<file path="src/rtl/mtr_duty_ramp_pkg.sv">
// Shared widths and state encoding for the motor duty ramp block.
package mtr_duty_ramp_pkg;
  localparam int DUTY_W = 11;
  localparam int CMD_W  = 12;
  localparam int CNT_W  = 4;

  typedef enum logic {
    RUN  = 1'b0,
    DEAD = 1'b1
  } ramp_state_t;
endpackage

</file>
<file path="src/rtl/mtr_duty_ramp_if.sv">
// Command/PWM-side bundle: the controller drives the command and sync,
// the ramp block returns duty, direction and the at-target flag.
interface mtr_duty_ramp_if;
  import mtr_duty_ramp_pkg::*;

  logic signed [CMD_W-1:0] cmd;
  logic                    cmd_vld;
  logic                    pwm_sync;
  logic [DUTY_W-1:0]       duty;
  logic                    dir;
  logic                    at_tgt;

  modport master (output cmd, cmd_vld, pwm_sync, input duty, dir, at_tgt);
  modport slave  (input cmd, cmd_vld, pwm_sync, output duty, dir, at_tgt);
endinterface

</file>
<file path="src/rtl/mtr_duty_ramp_dead_timer.sv">
// Loadable down-counter that times the zero-duty interval before a
// direction reversal. expire flags the tick that consumes the last count.
module mtr_duty_ramp_dead_timer
  import mtr_duty_ramp_pkg::*;
(
  input  logic             clk,
  input  logic             rst,
  input  logic             i_load,
  input  logic [CNT_W-1:0] i_load_val,
  input  logic             i_tick,
  output logic             o_expire,
  output logic [CNT_W-1:0] o_cnt
);
  logic [CNT_W-1:0] r_cnt;

  // Load has priority; ticks count down and stop at zero.
  always_ff @(posedge clk or posedge rst) begin
    if (rst) begin
      r_cnt <= '0;
    end else if (i_load) begin
      r_cnt <= i_load_val;
    end else if (i_tick && (r_cnt != '0)) begin
      r_cnt <= r_cnt - 1'b1;
    end
  end

  assign o_expire = i_tick && (r_cnt == CNT_W'(1));
  assign o_cnt    = r_cnt;
endmodule

</file>
<file path="src/rtl/mtr_duty_ramp.sv">
// Signed motor command to slew-limited, saturated 11-bit duty plus direction
// for the PWM stage. Outputs move only on the PWM period-start pulse, and a
// zero-duty dead interval separates every drive reversal.
module mtr_duty_ramp
  import mtr_duty_ramp_pkg::*;
#(
  parameter int STEP         = 16,
  parameter int DEAD_PERIODS = 2,
  parameter int MAX_DUTY     = 2040
) (
  input logic            clk,
  input logic            rst,
  mtr_duty_ramp_if.slave bus
);
  localparam logic signed [CMD_W:0]   STEP_S = (CMD_W+1)'(STEP);
  localparam logic signed [CMD_W-1:0] MAX_S  = CMD_W'(MAX_DUTY);

  // Saturate a raw command to the symmetric duty limit.
  function automatic logic signed [CMD_W-1:0] clamp_cmd(input logic signed [CMD_W-1:0] v);
    if (v > MAX_S)       return MAX_S;
    else if (v < -MAX_S) return -MAX_S;
    else                 return v;
  endfunction

  // Move from toward goal by at most STEP; the 13-bit difference cannot overflow
  // and the clamped move never overshoots goal.
  function automatic logic signed [CMD_W-1:0] step_toward(input logic signed [CMD_W-1:0] from,
                                                          input logic signed [CMD_W-1:0] goal);
    logic signed [CMD_W:0] diff;
    diff = {goal[CMD_W-1], goal} - {from[CMD_W-1], from};
    if (diff > STEP_S)       diff = STEP_S;
    else if (diff < -STEP_S) diff = -STEP_S;
    return from + diff[CMD_W-1:0];
  endfunction

  // Magnitude of a value already limited to MAX_DUTY.
  function automatic logic [DUTY_W-1:0] mag(input logic signed [CMD_W-1:0] v);
    logic [CMD_W-1:0] a;
    a = v[CMD_W-1] ? -v : v;
    return DUTY_W'(a);
  endfunction

  ramp_state_t             r_state, w_state_nxt;
  logic signed [CMD_W-1:0] r_cur, r_tgt, w_cur_nxt, w_tgt_nxt, w_goal;
  logic                    r_dir, w_dir_nxt;
  logic [DUTY_W-1:0]       r_duty;
  logic                    r_at_tgt;
  logic                    w_load, w_tick, w_expire;
  logic [CNT_W-1:0]        w_dead_cnt;

  assign w_tick = bus.pwm_sync && (r_state == DEAD);

  mtr_duty_ramp_dead_timer u_dead_timer (
    .clk        (clk),
    .rst        (rst),
    .i_load     (w_load),
    .i_load_val (CNT_W'(DEAD_PERIODS)),
    .i_tick     (w_tick),
    .o_expire   (w_expire),
    .o_cnt      (w_dead_cnt)
  );

  // Next-period value of cur/dir/state and the next target.
  always_comb begin
    w_cur_nxt   = r_cur;
    w_dir_nxt   = r_dir;
    w_state_nxt = r_state;
    w_load      = 1'b0;
    w_goal      = r_tgt;
    if (bus.pwm_sync) begin
      if (r_state == DEAD) begin
        // An empty counter also releases DEAD so the block can never stick there.
        if (w_expire || (w_dead_cnt == '0)) begin
          w_dir_nxt   = ~r_dir;
          w_state_nxt = RUN;
        end
      end else if (r_cur != r_tgt) begin
        if ((r_cur == '0) && (r_tgt[CMD_W-1] != r_dir)) begin
          if (DEAD_PERIODS == 0) begin
            w_dir_nxt = ~r_dir;
          end else begin
            w_state_nxt = DEAD;
            w_load      = 1'b1;
          end
        end else begin
          // Opposite-sign or zero target: unwind to zero first, never crossing it.
          if ((r_tgt == '0) || ((r_cur != '0) && (r_tgt[CMD_W-1] != r_cur[CMD_W-1])))
            w_goal = '0;
          w_cur_nxt = step_toward(r_cur, w_goal);
        end
      end
    end
    w_tgt_nxt = bus.cmd_vld ? clamp_cmd(bus.cmd) : r_tgt;
  end

  // Ramp FSM and registered outputs; the step always uses the pre-capture target.
  always_ff @(posedge clk or posedge rst) begin
    if (rst) begin
      r_state  <= RUN;
      r_cur    <= '0;
      r_tgt    <= '0;
      r_dir    <= 1'b0;
      r_duty   <= '0;
      r_at_tgt <= 1'b1;
    end else begin
      if (bus.cmd_vld) r_tgt <= w_tgt_nxt;
      if (bus.pwm_sync) begin
        r_state <= w_state_nxt;
        r_cur   <= w_cur_nxt;
        r_dir   <= w_dir_nxt;
        r_duty  <= mag(w_cur_nxt);
      end
      if (bus.pwm_sync || bus.cmd_vld)
        r_at_tgt <= (w_cur_nxt == w_tgt_nxt) && (w_state_nxt == RUN);
    end
  end

  assign bus.duty   = r_duty;
  assign bus.dir    = r_dir;
  assign bus.at_tgt = r_at_tgt;
endmodule

</file>
<file path="src/flat_wrapper.sv">
// flat-port wrapper written by rule: the top's interface ports become plain ports
module mtr_duty_ramp_flat import mtr_duty_ramp_pkg::*;
#(
  parameter int STEP         = 16,
  parameter int DEAD_PERIODS = 2,
  parameter int MAX_DUTY     = 2040
)
  (clk, rst, bus_cmd, bus_cmd_vld, bus_pwm_sync, bus_duty, bus_dir, bus_at_tgt);
  mtr_duty_ramp_if bus_i ();
  input logic clk;
  input logic rst;
  input wire logic [$bits(bus_i.cmd)-1:0] bus_cmd;
  input wire logic [$bits(bus_i.cmd_vld)-1:0] bus_cmd_vld;
  input wire logic [$bits(bus_i.pwm_sync)-1:0] bus_pwm_sync;
  output wire logic [$bits(bus_i.duty)-1:0] bus_duty;
  output wire logic [$bits(bus_i.dir)-1:0] bus_dir;
  output wire logic [$bits(bus_i.at_tgt)-1:0] bus_at_tgt;
  assign bus_i.cmd = bus_cmd;
  assign bus_i.cmd_vld = bus_cmd_vld;
  assign bus_i.pwm_sync = bus_pwm_sync;
  assign bus_duty = bus_i.duty;
  assign bus_dir = bus_i.dir;
  assign bus_at_tgt = bus_i.at_tgt;
  mtr_duty_ramp #(.STEP(STEP), .DEAD_PERIODS(DEAD_PERIODS), .MAX_DUTY(MAX_DUTY)) u_core (.clk(clk), .rst(rst), .bus(bus_i));
endmodule
</file>
<file path="config.mk">
export PLATFORM = sky130hd
export DESIGN_NAME = mtr_duty_ramp_flat
export DESIGN_NICKNAME = d
export VERILOG_FILES = /design/src/rtl/mtr_duty_ramp_pkg.sv /design/src/rtl/mtr_duty_ramp_if.sv /design/src/rtl/mtr_duty_ramp_dead_timer.sv /design/src/rtl/mtr_duty_ramp.sv /design/src/flat_wrapper.sv
export SDC_FILE = /design/constraint.sdc
export NUM_CORES = 1
export LEC_CHECK = 0
export ABC_AREA = 1
export CAP_MARGIN = 20
export CORE_MARGIN = 5
export CORE_UTILIZATION = 40
export DETAILED_ROUTE_END_ITERATION = 8
export PLACE_DENSITY = 0.64
export SLEW_MARGIN = 25
export SYNTH_ARGS = -nofsm -noshare
export SYNTH_HDL_FRONTEND = slang
export SYNTH_SLANG_ARGS = --single-unit
</file>
<file path="constraint.sdc">
create_clock -name clk -period 5.9 [get_ports clk]
set_clock_uncertainty 0.1 [all_clocks]
set_input_delay 0.59 -clock clk [delete_from_list [all_inputs] [get_ports clk]]
set_output_delay 0.59 -clock clk [all_outputs]
set_load 0.01 [all_outputs]
</file>
==> results.json <==
{
  "grt_util_met3_pct": 2.07,
  "hold_viol": 0,
  "hold_slack_ns": 0.378,
  "cp_num_buf_inv": 2,
  "ys_top_cells_by_count": "204 x nand2_1, 101 x inv_1, 63 x nor2_1",
  "crit_type": "reg -> reg",
  "drt_iter0_markers": 360,
  "met1_usage_pct": 25.6,
  "relSlewSlack_pct": 55.4,
  "use_met2_pct": 32.8,
  "placed_cells": 808,
  "vias_per_cell": 5.09,
  "antenna_found_initial": 0,
  "multi_input_area_sq_um": 2610,
  "status": "finished clean",
  "min_path_type": "reg -> reg",
  "gr-max-usage-layer": "met2",
  "grt_use_total_pct": 19.2,
  "detail-route-antenna-nets": 0,
  "clock.fmax_ghz": 0.182,
  "start_util_pct": 40.5,
  "required_ns": 5.98,
  "syn-num-nets": 699,
  "post-route-period-util_pct": 93.3,
  "r2r_cells": 31,
  "grt_pass1_vias": 4057,
  "wl_per_cell_um": 14.5,
  "cts_hold_buf": 0,
  "drive_gt1_share_pct": 8.20,
  "max_stage_delay_ns": 0.46,
  "cts_buffers": 5,
  "grt_pass1_wl_um": 19800,
  "crit_path_top_delay_cell": "dfrtp_1",
  "cts.path.max_buffers": 2,
  "end_kind": "flop",
  "synth_warnings": 0,
  "crit_arrival_ns": 5.58,
  "worst_path_most_repeated_cell": "nand2_1",
  "ctsRootBufferMaster": "clkbuf_8",
  "min_to": "u_core.bus.at_tgt",
  "cts_tree": "yes",
  "whs_path_depth": 2,
  "tightest_slew_ns": 0.667,
  "area_growth_pct": 12.8,
  "path_delay_family": "simple AND/OR/NAND/NOR gates",
  "synth.area.top_cells": "dfrtp_1 24%, nand2_1 19%, inv_1 9.2%, ha_1 8.2%, nand3_1 6.2%",
  "synth-seq-cells": 41,
  "core_area_sq_um": 10200,
  "rrSetupSlack_ns": 0.40,
  "max_cap_violations": 0,
  "fp.dieArea_sq_um": 12500,
  "regArea_sq_um": 1030,
  "clk_latency_ns": 0.31,
  "setup_viol": 0,
  "r2r-start": "u_core.r_cur[1]",
  "synth-main-ff-cell": "dfrtp_1",
  "pre_cts_slack_ns": 0.249,
  "drc_errors": 0,
  "die_h_um": 112,
  "antenna_cells": 0,
  "fillers": 1074,
  "final_nets": 727,
  "crit_path_start_kind": "flop",
  "tns_ns": 0,
  "synth_top_area_share_pct": 24.2,
  "first_pass_iters": 7,
  "yosysMostFrequentCell": "nand2_1",
  "synth_seq_area_share_pct": 24.8,
  "gp_congestion": 0.986,
  "syn_avg_cell_area_sq_um": 6.33,
  "path_clk_slew_ns": 0.08,
  "slew_viol_final": 0,
  "synthCells": 654,
  "vias": 4171,
  "r2r-end": "u_core.bus.duty[10]",
  "cts.sinks": 41,
  "stdcell_count": 819,
  "synth.distinct_cells": 38,
  "post-route-worst-setup-slack_ns": 0.397,
  "dp_hpwl_um": 9580,
  "portBuffers": 28,
  "rows": 37,
  "syn_area_sq_um": 4140,
  "hp-start": "u_core.bus.at_tgt",
  "crit_fanout": 11,
  "synth-edff-count": 0,
  "fp.dieW_um": 112,
  "grt-ovfl-total": 0,
  "synth_top_cell_by_area": "dfrtp_1",
  "htreeDepth": 2,
  "grt_max_degree": 42,
  "synthArstFlopShare_pct": 100,
  "min_period_ns": 5.50,
  "wirelength_um": 11800,
  "io_pins": 29
}
through the flow:
step	area (sq um)	util [%]
floorplan	4140	-
global placement	4520	44.1
detailed placement	4520	44.1
CTS	4630	45.3
global route	4670	45.6
finish	4670	45.6
tightest hold or removal path: cells and delay by family, from the launching register on:
family	cells	cell delay, ns
flops	1	0.38
simple gates	2	0.11
worst max path at each step:
stage	from	endpoint	slack, ns	depth (start not counted)
2_1_floorplan	u_core.r_cur[1]	u_core.bus.duty[10]	1.23	34
3_3_place_gp	u_core.r_cur[1]	u_core.bus.duty[3]	0.33	36
3_5_place_dp	u_core.r_cur[1]	u_core.bus.duty[4]	0.25	34
4_1_cts	u_core.r_cur[1]	u_core.bus.duty[3]	0.22	34
5_1_grt	u_core.r_cur[1]	u_core.bus.duty[9]	-0.01	34
6_report	u_core.r_cur[1]	u_core.bus.duty[10]	0.40	31
layout by cell type, fill, tap and decap left out, types with 6 or more instances in the layout:
master and count:
xnor2_1 7, a21oi_1 20, clkbuf_8 6, nor2_1 62, ha_1 27, inv_1 100
nand3b_1 7, dfrtp_1 40, nor2_2 6, clkdlybuf4s50_1 28, nand4_1 22, nand2_2 13
inv_2 11, a31oi_1 9, o21ai_0 12, nor4_1 7, nand2_1 201, nand3_1 51
xor2_1 14
flip-flops by register name, summed over array words and instances (netlist names):
name                       cells
u_core.r_tgt                  12
u_core.bus.at_tgt              1
u_core.r_state                 1
u_core.r_cur                  11
u_core.bus.dir                 1
u_core.u_dead_timer.o_cnt      4
u_core.bus.duty               11
per-layer routing:
metal	part of all wire, %	routed length (um)	up-vias
li1	-	-	2132
met1	48	5680	1908
met2	47	5550	113
met3	3.3	391	18
met4	1.9	223	0
met5	0	0	-
kinds of logic (layout without fill, tap and decap cells):
logic type / Yosys count / in the layout / share of synthesized area [%]
buffers and inverters: 125 / 154 / 12.4
DFF: 41 / 41 / 24.8
and+or+nand+nor: 380 / 380 / 41.3
xor gates and xnor gates: 21 / 21 / 4.44
adders and majority gates: 29 / 29 / 9.13
AOI/OAI and AO/OA: 58 / 58 / 7.98
area by class of cell:
cell class	instances	share of cell area, %
multi-input cells	488	56.0
flip-flops and latches	41	22.0
inverters	113	9.09
repair buffers	33	6.81
well taps	136	3.65
clock buffers	7	1.85
clock inverters	1	0.643
what timing repair did:
item / in CTS / in global routing
setup endpoints to repair: 0 / 12
gates resized for setup: 0 / 7
setup buffers: 0 / 3
Power is not shown: default switching activity piles up to over one toggle a cycle in this logic, so the estimate is an artifact.
